==> config.mk <==
export PLATFORM = sky130hd
export DESIGN_NAME = transmitter
export DESIGN_NICKNAME = d
export VERILOG_FILES = /design/src/rtl/transmitter.sv
export SDC_FILE = /design/constraint.sdc
export NUM_CORES = 1
export LEC_CHECK = 0
export CORE_MARGIN = 2
export CORE_UTILIZATION = 55
export CTS_CLUSTER_DIAMETER = 50
export DETAILED_ROUTE_END_ITERATION = 8
export PLACE_DENSITY = 0.7
export RECOVER_POWER = 50
export SLEW_MARGIN = 0
export SYNTH_ARGS = -nofsm -noshare
export SYNTH_HDL_FRONTEND = slang
export SYNTH_SLANG_ARGS = --single-unit
==> constraint.sdc <==
create_clock -name clk -period 4.05 [get_ports clk]
set_input_delay 1.215 -clock clk [delete_from_list [all_inputs] [get_ports clk]]
set_output_delay 1.215 -clock clk [all_outputs]
set_load 0.01 [all_outputs]
==> src/rtl/transmitter.sv <==
// UART packet receiver feeding a BPSK modulator.
// RX assembles framed bytes into packets; a one-deep slot decouples the two.
module transmitter #(
   parameter int DATA_WIDTH         = 8,
   parameter int PACKET_SIZE        = 16,
   parameter int CLKS_PER_BIT       = 4,
   parameter int SAMPLES_PER_SYMBOL = 8,
   parameter int AMPLITUDE          = 2 ** (DATA_WIDTH - 2)
) (
   input  logic                         clk,
   input  logic                         rst_n,
   input  logic                         uart_stream,
   output logic signed [DATA_WIDTH-1:0] signal,
   output logic                         tx_active,
   output logic                         frame_err,
   output logic                         overrun
);

   localparam int NB  = PACKET_SIZE / 8;
   localparam int BCW = (NB > 1) ? $clog2(NB) : 1;
   localparam int CW  = $clog2(CLKS_PER_BIT);
   localparam int KW  = $clog2(SAMPLES_PER_SYMBOL);
   localparam int SW  = $clog2(PACKET_SIZE);

   localparam logic [CW-1:0]  HALF_M1 = CW'(CLKS_PER_BIT / 2 - 1);
   localparam logic [CW-1:0]  BIT_M1  = CW'(CLKS_PER_BIT - 1);
   localparam logic [KW-1:0]  K_LAST  = KW'(SAMPLES_PER_SYMBOL - 1);
   localparam logic [KW-1:0]  K_HALF  = KW'(SAMPLES_PER_SYMBOL / 2);
   localparam logic [SW-1:0]  S_LAST  = SW'(PACKET_SIZE - 1);
   localparam logic [BCW-1:0] B_LAST  = BCW'(NB - 1);
   localparam logic signed [DATA_WIDTH-1:0] AMP =
      DATA_WIDTH'(AMPLITUDE);

   typedef enum logic [2:0] {
      R_IDLE,
      R_START,
      R_DATA,
      R_PARITY,
      R_STOP
   } rx_state_t;

   typedef enum logic {
      M_IDLE,
      M_SEND
   } mod_state_t;

   logic                   sync1_q, sync2_q, prev_q;
   rx_state_t              rstate_q, rstate_d;
   logic [CW-1:0]          cnt_q, cnt_d;
   logic [2:0]             bit_q, bit_d;
   logic [7:0]             byte_q, byte_d;
   logic                   par_err_q, par_err_d;
   logic [BCW-1:0]         bc_q, bc_d;
   logic [PACKET_SIZE-1:0] asm_q, asm_d;
   logic                   done_q, done_d;
   logic [PACKET_SIZE-1:0] hold_q, hold_d;
   logic                   hold_valid_q, hold_valid_d;

   mod_state_t             mstate_q, mstate_d;
   logic [PACKET_SIZE-1:0] shift_q, shift_d;
   logic [KW-1:0]          k_q, k_d;
   logic [SW-1:0]          sym_q, sym_d;
   logic signed [DATA_WIDTH-1:0] signal_q, signal_d;
   logic                   active_q, active_d;

   logic                   tick, ferr, ovr, load;
   logic signed [DATA_WIDTH-1:0] carrier;

   always_ff @(posedge clk) begin
      if (!rst_n) begin
         sync1_q      <= 1'b1;
         sync2_q      <= 1'b1;
         prev_q       <= 1'b1;
         rstate_q     <= R_IDLE;
         cnt_q        <= '0;
         bit_q        <= '0;
         byte_q       <= '0;
         par_err_q    <= 1'b0;
         bc_q         <= '0;
         asm_q        <= '0;
         done_q       <= 1'b0;
         hold_q       <= '0;
         hold_valid_q <= 1'b0;
         mstate_q     <= M_IDLE;
         shift_q      <= '0;
         k_q          <= '0;
         sym_q        <= '0;
         signal_q     <= '0;
         active_q     <= 1'b0;
      end else begin
         sync1_q      <= uart_stream;
         sync2_q      <= sync1_q;
         prev_q       <= sync2_q;
         rstate_q     <= rstate_d;
         cnt_q        <= cnt_d;
         bit_q        <= bit_d;
         byte_q       <= byte_d;
         par_err_q    <= par_err_d;
         bc_q         <= bc_d;
         asm_q        <= asm_d;
         done_q       <= done_d;
         hold_q       <= hold_d;
         hold_valid_q <= hold_valid_d;
         mstate_q     <= mstate_d;
         shift_q      <= shift_d;
         k_q          <= k_d;
         sym_q        <= sym_d;
         signal_q     <= signal_d;
         active_q     <= active_d;
      end
   end

   assign tick = (cnt_q == BIT_M1);

   always_comb begin
      rstate_d  = rstate_q;
      cnt_d     = cnt_q;
      bit_d     = bit_q;
      byte_d    = byte_q;
      par_err_d = par_err_q;
      bc_d      = bc_q;
      asm_d     = asm_q;
      done_d    = 1'b0;
      ferr      = 1'b0;
      if (rstate_q == R_DATA || rstate_q == R_PARITY ||
          rstate_q == R_STOP) begin
         cnt_d = tick ? '0 : cnt_q + 1'b1;
      end
      unique case (rstate_q)
         R_IDLE: begin
            // Edge-triggered, so after a bad stop the line must rise first
            if (prev_q && !sync2_q) begin
               rstate_d = R_START;
               cnt_d    = '0;
            end
         end
         R_START: begin
            if (cnt_q == HALF_M1) begin
               cnt_d    = '0;
               bit_d    = '0;
               rstate_d = sync2_q ? R_IDLE : R_DATA;
            end else begin
               cnt_d = cnt_q + 1'b1;
            end
         end
         R_DATA: begin
            if (tick) begin
               byte_d = {sync2_q, byte_q[7:1]};
               bit_d  = bit_q + 3'd1;
               if (bit_q == 3'd7) rstate_d = R_PARITY;
            end
         end
         R_PARITY: begin
            if (tick) begin
               par_err_d = sync2_q ^ (^byte_q);
               rstate_d  = R_STOP;
            end
         end
         R_STOP: begin
            if (tick) begin
               rstate_d = R_IDLE;
               if (!sync2_q || par_err_q) begin
                  ferr = 1'b1;
               end else begin
                  for (int i = 0; i < NB; i++) begin
                     if (bc_q == BCW'(i)) asm_d[i*8 +: 8] = byte_q;
                  end
                  if (bc_q == B_LAST) begin
                     bc_d   = '0;
                     done_d = 1'b1;
                  end else begin
                     bc_d = bc_q + 1'b1;
                  end
               end
            end
         end
         default: rstate_d = R_IDLE;
      endcase
   end

   always_comb begin
      mstate_d = mstate_q;
      shift_d  = shift_q;
      k_d      = k_q;
      sym_d    = sym_q;
      load     = 1'b0;
      unique case (mstate_q)
         M_IDLE: begin
            if (hold_valid_q) begin
               load     = 1'b1;
               mstate_d = M_SEND;
               shift_d  = hold_q;
               k_d      = '0;
               sym_d    = '0;
            end
         end
         M_SEND: begin
            if (k_q == K_LAST) begin
               k_d = '0;
               if (sym_q == S_LAST) begin
                  sym_d = '0;
                  if (hold_valid_q) begin
                     load    = 1'b1;
                     shift_d = hold_q;
                  end else begin
                     mstate_d = M_IDLE;
                  end
               end else begin
                  sym_d   = sym_q + 1'b1;
                  shift_d = shift_q >> 1;
               end
            end else begin
               k_d = k_q + 1'b1;
            end
         end
      endcase

      // A load on the completion cycle frees the slot for the new packet
      hold_d       = hold_q;
      hold_valid_d = hold_valid_q;
      ovr          = 1'b0;
      if (load) hold_valid_d = 1'b0;
      if (done_q) begin
         if (hold_valid_q && !load) begin
            ovr = 1'b1;
         end else begin
            hold_d       = asm_q;
            hold_valid_d = 1'b1;
         end
      end

      carrier  = (k_d < K_HALF) ? AMP : -AMP;
      signal_d = '0;
      active_d = 1'b0;
      if (mstate_d == M_SEND) begin
         active_d = 1'b1;
         signal_d = shift_d[0] ? carrier : -carrier;
      end
   end

   assign signal    = signal_q;
   assign tx_active = active_q;
   assign frame_err = ferr & rst_n;
   assign overrun   = ovr & rst_n;

endmodule
==> results of run 1 <==
final cells by class:
cell class | instances | share of cell area, %
Multi-Input combinational cell | 233 | 44.8
Timing Repair Buffer | 11 | 2.54
Sequential cell | 81 | 43.9
Inverter | 6 | 0.610
Clock buffer | 11 | 4.10
Tap cell | 75 | 2.54
Clock inverter | 5 | 1.46
registers in the layout (all words and copies together) (netlist names):
signal and flops:
par_err_q 1, shift_q 16, sym_q 4, asm_q 16, byte_q 8, cnt_q 2, bit_q 3, rstate_q 3
done_q 1, sync2_q 1, mstate_q 1, bc_q 1, hold_q 16, signal 2, hold_valid_q 1, sync1_q 1
prev_q 1, k_q 3
final timing paths:
| path | end | slack (ps) | cells past startpoint | from |
|---|---|---|---|---|
| setup / recovery | overrun | 240 | 3 | rst_n |
| hold reg to reg | sync2_q | 420 | 1 | sync1_q |
| setup reg to reg | hold_q[1] | 1870 | 6 | k_q[0] |
| hold / removal | sync2_q | 420 | 1 | sync1_q |
critical path, delay by kind of cell:
kind,cells,cell delay [ps]
and+or+nand+nor,1,210
buffers and inverters,2,1160
power breakdown:
part | leakage, nW | switching, mW | internal, mW
sequential | 0.653 | 0.00406 | 0.798
combinational | 0.743 | 0.0203 | 0.00769
clock | 0.109 | 0.277 | 0.316
total | 1.51 | 0.302 | 1.12
routing by layer:
metal,share of wire [%],routed length [um]
met1,50,3020
met2,45,2720
met3,3.6,220
met4,1.6,97
met5,0,0
through the flow:
step | worst slack [ps] | utilization, % | hold WS, ps | cell area, um^2 | power (mW)
after CTS | 333 | 61.7 | 420 | 3700 | 1.44
final | 245 | 61.6 | 416 | 3690 | 1.42
after detailed placement | 333 | 58.3 | 402 | 3490 | 0.850
after global routing | 208 | 61.6 | 449 | 3690 | 1.48
after global placement | 338 | 58.3 | 393 | 3490 | 0.850
after floorplan | 1100 | - | 386 | 3470 | 0.846
cell families (layout without fill, tap and decap cells):
logic type / count (synthesis) / count (layout) / share of synthesized area (%)
compound gates: 56 / 56 / 12.9
xor+xnor: 8 / 8 / 2.43
fa+ha+maj: 8 / 8 / 2.90
buf+inv: 32 / 33 / 5.55
flops: 81 / 81 / 47.0
mux: 42 / 42 / 12.4
other cells: 1 / 6 / 0.109
simple gates: 113 / 113 / 16.7
cell usage in the layout (no fill, tap or decap), types with 8 or more instances in the layout:
master,instances
sky130_fd_sc_hd__a21oi_1,10
sky130_fd_sc_hd__mux2i_1,36
sky130_fd_sc_hd__nand2_1,10
sky130_fd_sc_hd__ha_1,8
sky130_fd_sc_hd__nor2_1,68
sky130_fd_sc_hd__a22o_1,8
sky130_fd_sc_hd__dfxtp_1,81
sky130_fd_sc_hd__a222oi_1,14
sky130_fd_sc_hd__clkbuf_8,11
==> results.md, run 1 <==
- The transition time at the pin with the least slew margin is 872 ps.
- Routability-driven placement finished with a final weighted congestion of 0.785.
- In this run the most used layer during global routing was met2.
- For this run, global-route usage on met3 was measured as 6.46%.
- The hold buffer count at CTS is 0.
- The horizontal die dimension is 83.2 um.
- The biggest area contributor in the post-synthesis netlist is sky130_fd_sc_hd__dfxtp_1.
- TritonCTS built the clock tree.
- The type of origin of the critical path is a primary input.
- Power spread over the standard cell area amounts to 386 mW/mm^2.
- The boundary pin count is 14.
- Compared with the post-synthesis result, the final layout area differs by 7.04%.
- The global route total overflow is 0.
- The run finished with clean final reports.
- The root buffer cell chosen for the clock tree is sky130_fd_sc_hd__clkbuf_8.
- By count the netlist is led by sky130_fd_sc_hd__dfxtp_1 (81), sky130_fd_sc_hd__nor2_1 (68), sky130_fd_sc_hd__mux2i_1 (36).
- The die covers 0.00692 mm^2.
- In the final routed layout, each cell accounts on average for 14.4 um.
- The via count of the first global-routing pass is 2208.
- The signal on the critical path passes through dlygate4sd3_1, and4_1, clkdlybuf4s50_1.
- The row count is 28.
- Entering global routing, the biggest net connects 38 pins.
- The maximum level of the CTS H-tree is 3.
- For this run, global-route usage on met2 was measured as 28.2%.
- Setup repair after global routing left no endpoint under its margin.
- The count of TritonRoute iterations in the first routing pass is 6.
- The region available for standard cell placement spans 0.00599 mm^2.
- Counting distinct cell types in the post-synthesis netlist gives 53.
- In the final layout, the share of cells above drive strength 1 is 8.93%.
- The cell leakage power is 1.51 nW.
- Global routing used 18.3% of the available tracks.
- The post-CTS resize count is 0.
- The initial core utilization is 57.6%.
- From bottom edge to top edge, the die measures 83.2 um.
- The clock transition at the registers of the reported paths is 80 ps.
- The critical path class is in -> out.
- The detailed router placed 2370 vias in this run.
- Summing the sequential cell areas from Yosys gives 47.0% of the chip area.
- In the final layout, the multi-input gates occupy 0.00165 mm^2.
- The first global-routing pass estimated 10200 um of wire.
- Once detail routing completed, the nets flagged for antenna violations numbered 0.
- The number of antenna violations at the first check in global routing is 0.
- The summed instance area of the synthesized netlist is 0.00345 mm^2.
- STA puts the critical path data arrival time at 2590 ps.
- The kind of path behind the tightest hold check is reg -> reg.
- The final count of hold timing violations came to 0.
- By instance count, the leading cell after synthesis is sky130_fd_sc_hd__dfxtp_1.
- The total routed wirelength is 6060 um.
- The worst path in the final design needs a cycle of 3810 ps, including I/O delays and setup.
- The maximum frequency from static timing analysis is 263 MHz.
- The endpoint type of the worst setup path is an output port.
- The number of clock buffers inserted by TritonCTS is 9.
- The highest net fanout along the worst path is 3.
- The area fraction of the dominant cell type after synthesis is 47.0%.
- Counting along the longest clock path gives a buffer depth of 2.
- The buffers inserted during post-CTS setup optimization is 0.
- The async set or reset register ratio after synthesis is 0%.
- The maximum resistive drop on vdd is 375 uV.
- Summing all flip-flop and latch instances after layout gives 0.00162 mm^2.
- At the worst endpoint, the required time is 2830 ps.
- The repair_antennas step left the layout with diodes totalling 0.
- The via count normalized by instance count is 5.62.
- The ratio of final minimum period to clock period is 94.0%.
- The HPWL reported at the end of detailed placement is 4040 um.
- After filler insertion, the fill cell instance count of the layout stands at 515.
- A synthesized cell averages 10.1 um^2.
- Buffers placed on the I/O ports in this run total 7.
- After detailed routing, the number of remaining DRC violations is 0.
- The global routing usage on met1 is 24.0%.
- The total of max-cap violations is 0.
- The final-layout setup total negative slack is 0 ps.
- The leading register cell type out of synthesis is sky130_fd_sc_hd__dfxtp_1.
- The number of warnings reported in the yosys synthesis log is 0.
- In this run, the number of DRC markers left after iteration 0 of detailed routing was 183.
- The setup-violating endpoint count in the final report is 0.
- The number of enable-type register cells in the synthesized netlist is 0.
- Synthesis inferred 81 register bits.
- The final count of pins violating max slew is 0.
- Counting every sink on the clock net gives 81.
- The cell total after placement is 406.
- The largest individual stage delay along the critical path comes from the cell sky130_fd_sc_hd__dlygate4sd3_1.
- The delay of the slowest critical-path stage is 630 ps.
- The clock arrives with 7.75 ps of skew.
- After technology mapping, the gate count stands at 341.
- The worst slew margin relative to its limit is 41.9%.
- The final cell count without fillers is 422.
- The later pin in the worst-skew pair is clocked with a latency of 350 ps.
- After the last flow step, the layout net total stands at 353.
- In the post-synthesis netlist, the biggest area contributors are sky130_fd_sc_hd__dfxtp_1 (47%), sky130_fd_sc_hd__mux2i_1 (10%), sky130_fd_sc_hd__nor2_1 (7.4%).
No activity file was read; power rests on OpenSTA's default activity.
==> run 2: changes to the inputs <==
--- a/config.mk
+++ b/config.mk
@@ -6,10 +6,10 @@
 export NUM_CORES = 1
 export LEC_CHECK = 0
 export CORE_MARGIN = 2
-export CORE_UTILIZATION = 55
+export CORE_UTILIZATION = 54
 export CTS_CLUSTER_DIAMETER = 50
 export DETAILED_ROUTE_END_ITERATION = 8
-export PLACE_DENSITY = 0.7
+export PLACE_DENSITY = 0.72
 export RECOVER_POWER = 50
 export SLEW_MARGIN = 0
 export SYNTH_ARGS = -nofsm -noshare
==> constraint.sdc (replaced) <==
create_clock -name clk -period 3.3 [get_ports clk]
set_input_delay 0.99 -clock clk [delete_from_list [all_inputs] [get_ports clk]]
set_output_delay 0.99 -clock clk [all_outputs]
set_load 0.01 [all_outputs]
==> results.md, run 2 (synthesized netlist as in run 1, its figures left out) <==
- The clock transition at the registers of the reported paths was 80 ps (about the same).
- The number of antenna violations at the first check in global routing is 0 (unchanged).
- Cell Chain, Critical Path: ha_1, ha_4, nand4_2, and2_1, and4_1, clkdlybuf4s50_1 (was dlygate4sd3_1, and4_1, clkdlybuf4s50_1).
- The buffers inserted during post-CTS setup optimization is 0 (unchanged).
- The horizontal die dimension is 83.9 um (was 83.2 um).
- The share of final-layout standard cells stronger than drive strength 1 is 8.91% (was 8.93%).
- The kind of path behind the tightest hold check is reg -> reg (unchanged).
- The final count of hold timing violations is 0 (unchanged).
- Run status: finished, final reports clean (unchanged).
- The largest net degree at the start of global routing is 63 (was 38).
- The endpoint required time on the critical path came to 2310 ps (was 2830 ps).
- The number of nets at the end of the flow was 354 (was 353).
- The count of vias placed by the detailed router is 2413 (was 2370).
- The endpoint with the worst hold slack is sync2_q (unchanged).
- The post-CTS resize count is 0 (unchanged).
- The die span in y was 83.9 um (was 83.2 um).
- The global route total overflow is 0 (unchanged).
- The most common cell after layout, fill and taps aside is sky130_fd_sc_hd__dfxtp_1 (unchanged).
- RSZ-0062 raised after global routing: no (unchanged).
- The source of the worst hold timing path was sync1_q (unchanged).
- The number of buffers inserted by port buffering is 7 (unchanged).
- The worst clock skew on the final layout is 8.77 ps (was 7.75 ps).
- The power density over the cells was 453 mW/mm^2 (was 386 mW/mm^2).
- The hold buffer count at CTS came to 0 (unchanged).
- The HPWL reported at the end of detailed placement came to 4100 um (was 4040 um).
- The number of diodes is 0 (unchanged).
- The beginning of the worst register-to-register path was k_q[0] (unchanged).
- The final count of pins violating max slew was 0 (unchanged).
- The total of max-cap violations is 0 (unchanged).
- The worst slew margin relative to its limit was 18.9% (was 41.9%).
- The maximum level of the CTS H-tree came to 3 (unchanged).
- The setup-violating endpoint count in the final report was 0 (unchanged).
- The total track usage is 18.5% (was 18.3%).
- The via count normalized by instance count is 5.68 (was 5.62).
- The final-layout setup total negative slack is 0 ps (unchanged).
- The maximum resistive drop on vdd is 297 uV (was 375 uV).
- The transition time at the pin with the least slew margin is 1220 ps (was 872 ps).
- The delay of the slowest critical-path stage is 470 ps (was 630 ps).
- The cell area after layout is 0.00368 mm^2 (was 0.00369 mm^2).
- The cell leakage power is 1.48 nW (was 1.51 nW).
- The initial core utilization is 54.9% (was 57.6%).
- Largest registers: asm_q (16), hold_q (16), shift_q (16) (unchanged).
- The end-of-flow core utilization was 58.6% (was 61.6%).
- The number of remaining DRC errors came to 0 (unchanged).
- The die area was 0.00704 mm^2 (was 0.00692 mm^2).
- The post-place instance area is 0.00350 mm^2 (was 0.00349 mm^2).
- The worst setup slack for register-to-register paths is 1150 ps (was 1870 ps).
- The capture instance of the worst register-to-register path is hold_q[6] (was hold_q[1]).
- The area overhead of the layout relative to synthesis came to 6.60% (was 7.04%).
- The initial DRC count is 171 (was 183).
- The CTS tree is built (unchanged).
- The number of nets with antenna violations after detailed routing is 0 (unchanged).
- Counting I/O delays and the setup requirement, the final critical path takes 3160 ps.
- The arrival time at the worst endpoint is 2170 ps (was 2590 ps).
- The row count came to 29 (was 28).
- The boundary pin count is 14 (unchanged).
- The number of clock buffers inserted by TritonCTS is 9 (unchanged).
- The highest net fanout along the worst path is 8 (was 3).
- The type of origin of the critical path was a flip-flop (was primary input).
- The routed wirelength normalized by instance count is 14.7 um (was 14.4 um).
- The clock sink count came to 81 (unchanged).
- The path depth of the worst reg2reg path is 6 (unchanged).
- The worst hold path cell count is 1 (unchanged).
- The maximum frequency from static timing analysis is 316 MHz.
- The endpoint type of the worst setup path is an output port (unchanged).
- The worst hold slack came to 414 ps (was 416 ps).
- The root buffer cell was sky130_fd_sc_hd__clkbuf_8 (unchanged).
- The maximum buffer depth of the clock tree is 2 (unchanged).
- The critical path class was reg -> out (was in -> out).
- The global-route wire length before repair is 10600 um (was 10200 um).
- Commonest non-fill, non-tap cells in the layout: sky130_fd_sc_hd__dfxtp_1 (81), sky130_fd_sc_hd__nor2_1 (68), sky130_fd_sc_hd__mux2i_1 (36), sky130_fd_sc_hd__a222oi_1 (14), sky130_fd_sc_hd__clkbuf_8 (11) (unchanged).
- The total routed wirelength is 6230 um (was 6060 um).
- The cell type of the slowest stage on the worst timing path is sky130_fd_sc_hd__clkdlybuf4s50_1 (was sky130_fd_sc_hd__dlygate4sd3_1).
- The global placement routability congestion was 0.782 (was 0.785).
- The count of TritonRoute iterations in the first routing pass is 5 (was 6).
- The via count of the first global-routing pass was 2297 (was 2208).
- In the finished design, the share of the clock period the worst path needs comes to 95.8%.
- The standard cell core area is 0.00628 mm^2 (was 0.00599 mm^2).
- The clock insertion delay at the later pin of the skew report came to 340 ps (was 350 ps).
## run 2: cell count changes in the layout (fill, tap and decap cells not counted)
cell	previous run	this run
sky130_fd_sc_hd__clkbuf_1	1	4
sky130_fd_sc_hd__dlygate4sd3_1	3	0
sky130_fd_sc_hd__clkdlybuf4s50_1	4	6
sky130_fd_sc_hd__and2_0	0	1
sky130_fd_sc_hd__and2_1	2	1
sky130_fd_sc_hd__buf_4	2	3
sky130_fd_sc_hd__bufinv_16	1	0
sky130_fd_sc_hd__clkinv_1	0	1
sky130_fd_sc_hd__clkinv_4	1	0
sky130_fd_sc_hd__ha_1	8	7
sky130_fd_sc_hd__ha_4	0	1
sky130_fd_sc_hd__inv_1	6	5
## run 2: per-layer routing
metal	wire (um)	GRT usage, %
met5	0	0
met2	2830	29.1
met1	3090	25.3
met4	91	7.48
met3	214	3.26
## run 2: worst max path at each step
stage	startpoint	to	slack, ps
after floorplan	rst_n	overrun	800
after global placement	rst_n	overrun	20
after detailed placement	rst_n	overrun	5
after CTS	k_q[0]	overrun	3
after global routing	k_q[0]	overrun	4
final	k_q[0]	overrun	140
## run 2: area by class of cell
| class | count | area [um^2] |
|---|---|---|
| fill | 562 | 2600 |
| timing repair buffer | 12 | 95.1 |
| clock buffer | 13 | 159 |
| inverter | 6 | 22.5 |
| multi-input combinational | 233 | 1670 |
| tap | 77 | 96.3 |
| clock inverter | 3 | 15.0 |
| sequential | 81 | 1620 |
## run 2: per-stage QoR
| step | setup slack, ps | power (mW) | instances |
|---|---|---|---|
| CTS | 3.30 | 1.68 | 425 |
| global route | 4.04 | 1.73 | 425 |
| detailed placement | 4.65 | 1.04 | 409 |
| global placement | 18.3 | 1.04 | 409 |
| finish | 139 | 1.67 | 425 |
| floorplan | 803 | 1.04 | 346 |
## run 2: report_power, final
part,total (mW),internal [mW],switching [mW]
clock,0.646,0.312,0.335
combinational,0.0347,0.00965,0.0250
sequential,0.984,0.979,0.00483
total,1.67,1.30,0.364
## run 2: worst max-delay path, delay by kind of cell, from the launching register on
family | cells | cell delay (ps)
simple gates | 3 | 620
buf+inv | 1 | 470
flops | 1 | 370
fa+ha+maj | 2 | 380
==> run 3: changes to the inputs <==
--- a/config.mk
+++ b/config.mk
@@ -5,7 +5,8 @@
 export SDC_FILE = /design/constraint.sdc
 export NUM_CORES = 1
 export LEC_CHECK = 0
-export CORE_MARGIN = 2
+export CORE_ASPECT_RATIO = 0.9
+export CORE_MARGIN = 3
 export CORE_UTILIZATION = 54
 export CTS_CLUSTER_DIAMETER = 50
 export DETAILED_ROUTE_END_ITERATION = 8
==> results.md, run 3 (synthesized netlist as in run 1, its figures left out) <==
- The initial DRC count was 221 (was 171).
- The row count is 26 (was 29).
- The type of origin of the critical path was a flip-flop (unchanged).
- The number of clock buffers inserted by TritonCTS is 9 (unchanged).
- The transition time at the pin with the least slew margin is 1490 ps (was 1220 ps).
- The area of combinational cells with multiple inputs is 0.00167 mm^2 (unchanged).
- RSZ-0062 raised after global routing: no (unchanged).
- The total track usage was 18.8% (was 18.5%).
- The standard cell core area was 0.00592 mm^2 (was 0.00628 mm^2).
- The switching power is 0.363 mW (was 0.364 mW).
- The global placement routability congestion came to 0.784 (was 0.782).
- The clock sink count was 81 (unchanged).
- The via count normalized by instance count is 5.60 (was 5.68).
- The endpoint required time on the critical path is 2310 ps (about the same).
- The horizontal die dimension is 90.2 um (was 83.9 um).
- The count of vias placed by the detailed router is 2434 (was 2413).
- The maximum resistive drop on vdd was 313 uV (was 297 uV).
- The root buffer cell is sky130_fd_sc_hd__clkbuf_8 (unchanged).
- The count of TritonRoute iterations in the first routing pass came to 7 (was 5).
- The fraction of power consumed by combinational cells is 2.1% (about the same).
- The buffers inserted during post-CTS setup optimization is 0 (unchanged).
- The post-place instance area is 0.00353 mm^2 (was 0.00350 mm^2).
- The clock insertion delay at the later pin of the skew report is 350 ps (was 340 ps).
- The die area is 0.00738 mm^2 (was 0.00704 mm^2).
- The CTS tree is built (unchanged).
- The ratio of final minimum period to clock period was 96.3% (was 95.8%).
- The die span in y is 81.8 um (was 83.9 um).
- Largest registers: asm_q (16), hold_q (16), shift_q (16) (unchanged).
- The maximum frequency from static timing analysis is 315 MHz (was 316 MHz).
- The global route total overflow is 0 (unchanged).
- The number of diodes is 0 (unchanged).
- The net switching share of the total power came to 21.1% (was 21.9%).
- The power density over the cells is 463 mW/mm^2 (was 453 mW/mm^2).
- The initial core utilization came to 58.2% (was 54.9%).
- The number of remaining DRC errors is 0 (unchanged).
- The number of fill cells in the layout is 517 (was 562).
- The part of the total power dissipated in the clock network came to 40.8% (was 38.8%).
- The global-route wire length before repair is 11000 um (was 10600 um).
- The HPWL reported at the end of detailed placement is 4240 um (was 4100 um).
- The area overhead of the layout relative to synthesis came to 7.95% (was 6.60%).
- The arrival time at the worst endpoint is 2190 ps (was 2170 ps).
- The worst clock skew on the final layout came to 8.38 ps (was 8.77 ps).
- The share of power burned in registers is 57.2% (was 59.1%).
- The boundary pin count is 14 (unchanged).
- The cell leakage power is 1.50 nW (was 1.48 nW).
- The final count of hold timing violations is 0 (unchanged).
- The clock transition at the registers of the reported paths is 80 ps (about the same).
- The cell area after layout is 0.00372 mm^2 (was 0.00368 mm^2).
- Run status: finished, final reports clean (unchanged).
- The sequential standard cell area is 0.00162 mm^2 (unchanged).
- The endpoint type of the worst setup path is an output port (unchanged).
- The critical path class is reg -> out (unchanged).
- The maximum level of the CTS H-tree was 3 (unchanged).
- The hold buffer count at CTS is 0 (unchanged).
- The highest net fanout along the worst path is 8 (unchanged).
- The largest net degree at the start of global routing came to 35 (was 63).
- The post-layout minimum cycle time was 3180 ps (was 3160 ps).
- The total of max-cap violations came to 0 (unchanged).
- The number of nets with antenna violations after detailed routing is 0 (unchanged).
- The share of final-layout standard cells stronger than drive strength 1 is 8.83% (was 8.91%).
- The post-CTS resize count is 2 (was 0).
- Commonest non-fill, non-tap cells in the layout: sky130_fd_sc_hd__dfxtp_1 (81), sky130_fd_sc_hd__nor2_1 (68), sky130_fd_sc_hd__mux2i_1 (36), sky130_fd_sc_hd__a222oi_1 (14) (was sky130_fd_sc_hd__dfxtp_1 (81), sky130_fd_sc_hd__nor2_1 (68), sky130_fd_sc_hd__mux2i_1 (36), sky130_fd_sc_hd__a222oi_1 (14), sky130_fd_sc_hd__clkbuf_8 (11)).
- The number of nets at the end of the flow is 357 (was 354).
- The final-layout setup total negative slack is 0 ps (unchanged).
- The total routed wirelength came to 6390 um (was 6230 um).
- The maximum buffer depth of the clock tree is 2 (unchanged).
- The kind of path behind the tightest hold check was reg -> reg (unchanged).
- The number of antenna violations at the first check in global routing is 0 (unchanged).
- The worst setup slack for register-to-register paths is 1150 ps (about the same).
- The number of buffers inserted by port buffering is 7 (unchanged).
- The most common cell after layout, fill and taps aside was sky130_fd_sc_hd__dfxtp_1 (unchanged).
- The routed wirelength normalized by instance count is 14.7 um (about the same).
- The final count of pins violating max slew came to 0 (unchanged).
- The worst slew margin relative to its limit is 0.600% (was 18.9%).
- The internal portion of total power is 1.36 mW (was 1.30 mW).
- The via count of the first global-routing pass is 2277 (was 2297).
- The setup-violating endpoint count in the final report is 0 (unchanged).
[run 3: metal layers]
| layer | vias to the layer above | share of wire, % | track usage [%] | wire, um |
|---|---|---|---|---|
| met5 | - | 0 | 0 | 0 |
| met4 | 0 | 1.3 | 6.57 | 85 |
| met3 | 11 | 4.5 | 4.95 | 287 |
| met2 | 53 | 44 | 29.6 | 2840 |
| met1 | 1143 | 50 | 25.3 | 3170 |
| li1 | 1227 | - | - | - |
[run 3: power by group through the flow]
stage	combinational [mW]	sequential [mW]	clock, mW
3_3_place_gp	0.0380	1.01	0
5_1_grt	0.0402	0.985	0.762
6_report	0.0359	0.984	0.702
4_1_cts	0.0379	0.984	0.723
2_1_floorplan	0.0340	1.00	0
3_5_place_dp	0.0381	1.01	0
[run 3: worst paths after layout]
check | start | end | cells past startpoint
hold / removal | sync1_q | sync2_q | 1
setup reg to reg | k_q[0] | hold_q[11] | 6
hold reg to reg | sync1_q | sync2_q | 1
setup / recovery | k_q[0] | overrun | 6
[run 3: through the flow]
stage,worst slack (ps),util [%],power [mW],hold slack (ps),cells
after floorplan,803,-,1.04,386,346
after CTS,40.5,62.9,1.75,431,435
final,122,62.9,1.72,424,435
after detailed placement,-16.4,59.7,1.05,411,419
after global placement,-22.7,59.7,1.04,403,419
after global routing,21.3,62.9,1.79,439,435
[run 3: worst max-delay path, stage by stage, from the launching register on]
cell and delay (ps):
sky130_fd_sc_hd__dfxtp_1 360, sky130_fd_sc_hd__ha_1 200, sky130_fd_sc_hd__ha_4 180, sky130_fd_sc_hd__nand4_2 180, sky130_fd_sc_hd__and2_1 240, sky130_fd_sc_hd__and4_1 200
sky130_fd_sc_hd__clkdlybuf4s50_1 470
[run 3: cell type report]
type,instances,share of cell area [%]
multi-input cells,233,44.8
repair buffers,15,3.16
well taps,84,2.82
inverters,6,0.605
clock buffers,13,4.00
flip-flops and latches,81,43.6
clock inverters,3,1.08
